## src/rtl/toccata_play_ctrl.sv

```systemverilog
// Toccata playback sequencer: sample-rate tick, FIFO byte drain, 16-bit L/R assembly,
// refill IRQ and underrun flag.
module toccata_play_ctrl #(
  parameter int DATA_WIDTH = 8,
  parameter int DIV_WIDTH  = 16
) (
  input  logic                  clk,
  input  logic                  rst,
  input  logic                  enable,
  input  logic                  mode_16bit,
  input  logic                  mode_stereo,
  input  logic [DIV_WIDTH-1:0]  rate_div,
  input  logic                  fifo_empty,
  input  logic                  fifo_half_empty,
  input  logic [DATA_WIDTH-1:0] fifo_data,
  output logic                  fifo_rd_en,
  input  logic                  irq_clr,
  output logic [15:0]           sample_l,
  output logic [15:0]           sample_r,
  output logic                  sample_valid,
  output logic                  irq,
  output logic                  underrun,
  output logic                  busy,
  output logic [2:0]            state_dbg
);

  typedef enum logic [2:0] {
    S_IDLE = 3'd0,
    S_WAIT = 3'd1,
    S_RD   = 3'd2,
    S_CAP  = 3'd3,
    S_OUT  = 3'd4
  } state_t;

  localparam logic [DIV_WIDTH-1:0] CNT_ONE = 1;

  state_t                state_q, state_d;
  logic [DIV_WIDTH-1:0]  cnt_q;
  logic                  tick;
  logic                  m16_q, mst_q;
  logic [1:0]            idx_q, last_q;
  logic [DATA_WIDTH-1:0] byte_q [4];
  logic [DATA_WIDTH-1:0] byte_full [4];
  logic [15:0]           l_next, r_next;
  logic                  frame_start, cap, frame_done, underrun_set;

  assign tick         = enable && (cnt_q == '0);
  assign frame_start  = enable && (state_q == S_WAIT) && tick;
  assign cap          = enable && (state_q == S_CAP);
  assign frame_done   = cap && (idx_q == last_q);
  assign underrun_set = enable && (state_q == S_RD) && fifo_empty;

  assign busy         = (state_q != S_IDLE);
  assign sample_valid = (state_q == S_OUT);
  assign state_dbg    = state_q;

  always_ff @(posedge clk) begin
    if (rst)                 cnt_q <= '0;
    else if (!enable)        cnt_q <= '0;
    else if (cnt_q == '0)    cnt_q <= rate_div;
    else                     cnt_q <= cnt_q - CNT_ONE;
  end

  always_ff @(posedge clk) begin
    if (rst) state_q <= S_IDLE;
    else     state_q <= state_d;
  end

  // Disabling overrides every state so no read can be issued once enable drops.
  always_comb begin
    state_d    = state_q;
    fifo_rd_en = 1'b0;
    if (!enable) begin
      state_d = S_IDLE;
    end else begin
      case (state_q)
        S_IDLE: state_d = S_WAIT;
        S_WAIT: if (tick) state_d = S_RD;
        S_RD: begin
          if (fifo_empty) begin
            state_d = S_WAIT;
          end else begin
            fifo_rd_en = 1'b1;
            state_d    = S_CAP;
          end
        end
        S_CAP:   state_d = (idx_q == last_q) ? S_OUT : S_RD;
        S_OUT:   state_d = S_WAIT;
        default: state_d = S_IDLE;
      endcase
    end
  end

  // Frame bytes including the one arriving this cycle, so samples load as CAP ends.
  always_comb begin
    for (int i = 0; i < 4; i++) byte_full[i] = byte_q[i];
    byte_full[idx_q] = fifo_data;
    if (m16_q) begin
      l_next = {byte_full[0], byte_full[1]};
      r_next = mst_q ? {byte_full[2], byte_full[3]} : l_next;
    end else begin
      l_next = {byte_full[0], 8'h00};
      r_next = mst_q ? {byte_full[1], 8'h00} : l_next;
    end
  end

  always_ff @(posedge clk) begin
    if (rst) begin
      m16_q    <= 1'b0;
      mst_q    <= 1'b0;
      idx_q    <= 2'd0;
      last_q   <= 2'd0;
      for (int i = 0; i < 4; i++) byte_q[i] <= '0;
      sample_l <= '0;
      sample_r <= '0;
      irq      <= 1'b0;
      underrun <= 1'b0;
    end else begin
      if (frame_start) begin
        m16_q  <= mode_16bit;
        mst_q  <= mode_stereo;
        idx_q  <= 2'd0;
        // Index of the final byte: 0, 1 or 3 for 1, 2 or 4 bytes per frame.
        last_q <= {mode_16bit & mode_stereo, mode_16bit | mode_stereo};
      end
      if (cap) begin
        byte_q[idx_q] <= fifo_data;
        idx_q         <= idx_q + 2'd1;
      end
      if (frame_done) begin
        sample_l <= l_next;
        sample_r <= r_next;
      end
      if (enable && fifo_half_empty) irq <= 1'b1;
      else if (irq_clr)              irq <= 1'b0;
      if (underrun_set)              underrun <= 1'b1;
      else if (irq_clr)              underrun <= 1'b0;
    end
  end

endmodule

```

## config.mk

```make
export PLATFORM = sky130hd
export DESIGN_NAME = toccata_play_ctrl
export DESIGN_NICKNAME = d
export VERILOG_FILES = /design/src/rtl/toccata_play_ctrl.sv
export SDC_FILE = /design/constraint.sdc
export NUM_CORES = 1
export LEC_CHECK = 0
export BUFFER_PORTS_ARGS = -buffer_cell sky130_fd_sc_hd__buf_2
export CAP_MARGIN = 15
export CORE_MARGIN = 4
export CORE_UTILIZATION = 45
export DETAILED_ROUTE_END_ITERATION = 10
export PLACE_DENSITY = 0.78
export SLEW_MARGIN = 10
export SYNTH_ARGS = -nofsm -noshare
export SYNTH_HDL_FRONTEND = slang
export SYNTH_SLANG_ARGS = --single-unit
```

## constraint.sdc

```tcl
create_clock -name clk -period 1.58 [get_ports clk]
set_input_delay 0.079 -clock clk [delete_from_list [all_inputs] [get_ports clk]]
set_output_delay 0.079 -clock clk [all_outputs]
set_load 0.005 [all_outputs]
```

==> metrics.cfg <==
[logic_synthesis]
post-synth-top-area-fraction = 0.2611
synth-seq-area-share = 0.4736
yosysWarnings = 0
ys_ff_latch = 91
synth-xor-area-share = 0.02517
synth_mux_area_frac = 0.1062
synth_top_cell_by_area = dfxtp_1
synthTopCellsByArea = dfxtp_1, edfxtp_1, mux2i_1
synth_compound_gate_area_share = 0.1245
syn_inst = 445
syn_area_per_cell_um2 = 10.16
synth-simple-area-share = 0.2100
synth.distinct_cells = 48
synth_nets = 483
yosys.area_share.adder = 0.01660
synth_area_um2 = 4523
synth_top_family_by_area = simple AND/OR/NAND/NOR gates

[routing]
drt-initial-drc-count = 252
drt_wl_total_um = 12910
remaining_drc_errors = 0
vias = 3959
wl_per_cell_um = 17.96
ant_nets = 0
viasPerCell = 5.506
firstDrtPassIters = 4

[clock_tree]
clock_sinks = 91
htreeDepth = 3
cts_tree = built
cts_buffer_depth = 2
clk_pin_slew_ns = 0.09
cts-root-buf = clkbuf_8
numCtsBuffers = 9
clk_latency_ns = 0.37

[final_layout]
fin_nets = 619
fin_util = 0.6476
syn_to_final_growth_pct = 39.94
register_area_um2 = 2156
fill_cells = 695
n_antenna_cell = 0
multi_input_area_um2 = 2565
finalInstanceArea_um2 = 6330
drive_above_1_share = 0.4334

[setup_path]
arrival_ns = 1.94
path_buf_inv = 2
cp-end-kind = register
crit_chain = inv_1, ha_2, buf_12, mux2i_1, mux2i_1, o211ai_1, a21oi_1
cp_max_fo = 8
critPathSlowestCell = dfxtp_4
rr_worst_depth = 7
timing.critical_path.mode_cell = mux2i_1
cp-start-kind = register
cp.depth = 7
required_ns = 1.83
cpLargestDelayFamily = multiplexers
r2r_setup_slack_ns = -0.11
critical_path.max_stage_delay_ns = 0.38
crit_type = reg2reg

[timing]
fmax_ghz = 0.5915
finalHoldViolCount = 0
finalWorstSetupSlack_ns = -0.1106
rsz0062_at_grt = yes
fin_crit_sh = 1.070
hold_ws_ns = 0.04169
finalSetupViolations = 36
fin_crit_ns = 1.691
slew_headroom = 0.6782
drv_slew = 0
tightest_slew_ns = 0.4827
finalClockSkew_ns = 0.01199
tns_ns = -0.9537

[global_route]
gr-total-overflow = 0
grt_first_pass_wirelength_um = 17790
track_usage = 0.1949
antenna_found_initial = 0
grt_max_degree = 44
grt_pass1_vias = 3503

[min_path]
hold_path_class = in2reg
whs_path_depth = 4

[placed_design]
dpl_cell_area_um2 = 5499
detailed_place_hpwl_um = 7953
gp_congestion = 0.9072
portBuffers = 71

[floorplanning]
die_y_um = 108.3
initial_core_util = 0.4627
core-area_um2 = 9774
fp.dieArea_um2 = 11720
io_pins = 72
die_x_um = 108.3
rows = 36

[pwr]
powerDensity_nw_per_um2 = 1324
p_leak_nw = 2.496
peakVddDrop_uv = 1418

[run_status]
violations = negative setup slack
outcome = finished with violations

[flow_run]
cap_violations = 0

==> sequential cells by signal (all words and copies together), names as in the netlist <==
| signal | cells |
|---|---|
| byte_q | 32 |
| cnt_q | 16 |
| sample_l | 16 |
| sample_r | 16 |
| state_dbg | 3 |
| idx_q | 2 |
| last_q | 2 |
| irq | 1 |
| m16_q | 1 |
| mst_q | 1 |
| underrun | 1 |
==> timing repair <==
action / 4_1_cts / 5_1_grt
gates cloned: 0 / 5
pin swaps: 2 / 37
buffers inserted: 2 / 6
hold buffers: 5 / 0
gates resized for setup: 8 / 83
endpoints found under the setup margin: 28 / 67
hold endpoints to repair: 5 / 0
==> per-stage QoR <==
step | setup WS, ns | std cells | power [mW]
2_1_floorplan | -0.02816 | 445 | 4.641
3_3_place_gp | -0.09541 | 685 | 5.467
3_5_place_dp | -0.09555 | 685 | 5.572
4_1_cts | -0.04855 | 708 | 7.547
5_1_grt | -0.1506 | 719 | 8.785
6_report | -0.1106 | 719 | 8.381
==> cells in the mapped netlist, drive strengths merged <==
| library cell | n |
|---|---|
| dfxtp | 59 |
| mux2i | 48 |
| nand2 | 34 |
| and2 | 32 |
| edfxtp | 32 |
| nor2 | 30 |
| nor3 | 27 |
| a211oi | 26 |
| a21oi | 24 |
| buf | 24 |
| nand3 | 12 |
| xor2 | 12 |
| nand3b | 11 |
| clkbuf | 9 |
| inv | 8 |
| nand4 | 7 |
| ha | 6 |
| nor4 | 4 |
| o211ai | 4 |
| o31ai | 4 |
| a31oi | 3 |
| o21ai | 3 |
| or2 | 3 |
| a22oi | 2 |
| a311oi | 2 |
| nand2b | 2 |
| nand4b | 2 |
| nor2b | 2 |
| o32ai | 2 |
| or3 | 2 |
| a21o | 1 |
| and4 | 1 |
| nor3b | 1 |
| nor4b | 1 |
| o21a | 1 |
| o22ai | 1 |
| o311ai | 1 |
| o41ai | 1 |
| xnor2 | 1 |
==> layer usage <==
metal  track usage  routed length, um  part of all wire  vias up
li1              -                  -                 -     1877
met1        0.2710               5535              0.43     1895
met2        0.3020               6303              0.49      155
met3       0.03224                737             0.057       32
met4       0.08115                334             0.026        0
met5             0                  0                 0        -
==> cell usage in the layout, fill, tap and decap left out, types with 11 or more instances in the layout <==
cell	synthesis	routed
and2_1	32	32
mux2i_1	48	35
edfxtp_1	32	32
a211oi_1	16	14
dfxtp_1	59	52
a21oi_1	24	21
nor2_1	30	30
buf_2	18	71
a211oi_2	10	12
buf_4	4	57
nor3_2	3	12
nand2_1	33	27
buf_6	1	15
nand3b_1	11	11
==> power breakdown <==
group,switching [mW],internal (mW)
Clock,0.867,0.884
Combinational,2.09,1.73
Sequential,0.189,2.62
Total,3.14,5.24
==> path summary, 6_finish.rpt <==
kind / to / from
hold reg to reg: sample_r[13] / sample_r[13]
setup reg to reg: sample_r[13] / idx_q[0]
setup / recovery: sample_r[13] / idx_q[0]
hold / removal: irq / irq_clr
==> cell type report <==
| class | count | share of cell area |
|---|---|---|
| Multi-Input combinational cell | 314 | 0.4052 |
| Sequential cell | 91 | 0.3406 |
| Timing Repair Buffer | 157 | 0.1884 |
| Clock buffer | 12 | 0.02629 |
| Tap cell | 133 | 0.02629 |
| Clock inverter | 4 | 0.008500 |
| Inverter | 8 | 0.004744 |
==> worst reg2reg max path, stage by stage (launching register included) <==
cell      delay [ns]
dfxtp_4         0.38
inv_1           0.11
ha_2            0.20
buf_12          0.13
mux2i_1         0.31
mux2i_1         0.15
o211ai_1        0.21
a21oi_1         0.09
==> cells by family (layout without fill, tap and decap cells) <==
kind of cell | count (synthesis) | count (layout)
AOI/OAI and AO/OA | 75 | 75
xor gates and xnor gates | 13 | 13
adders and majority gates | 6 | 6
buffers and inverters | 41 | 181
DFF | 91 | 91
muxes | 48 | 48
and+or+nand+nor | 171 | 172
Power figures use the tool's default switching activity.
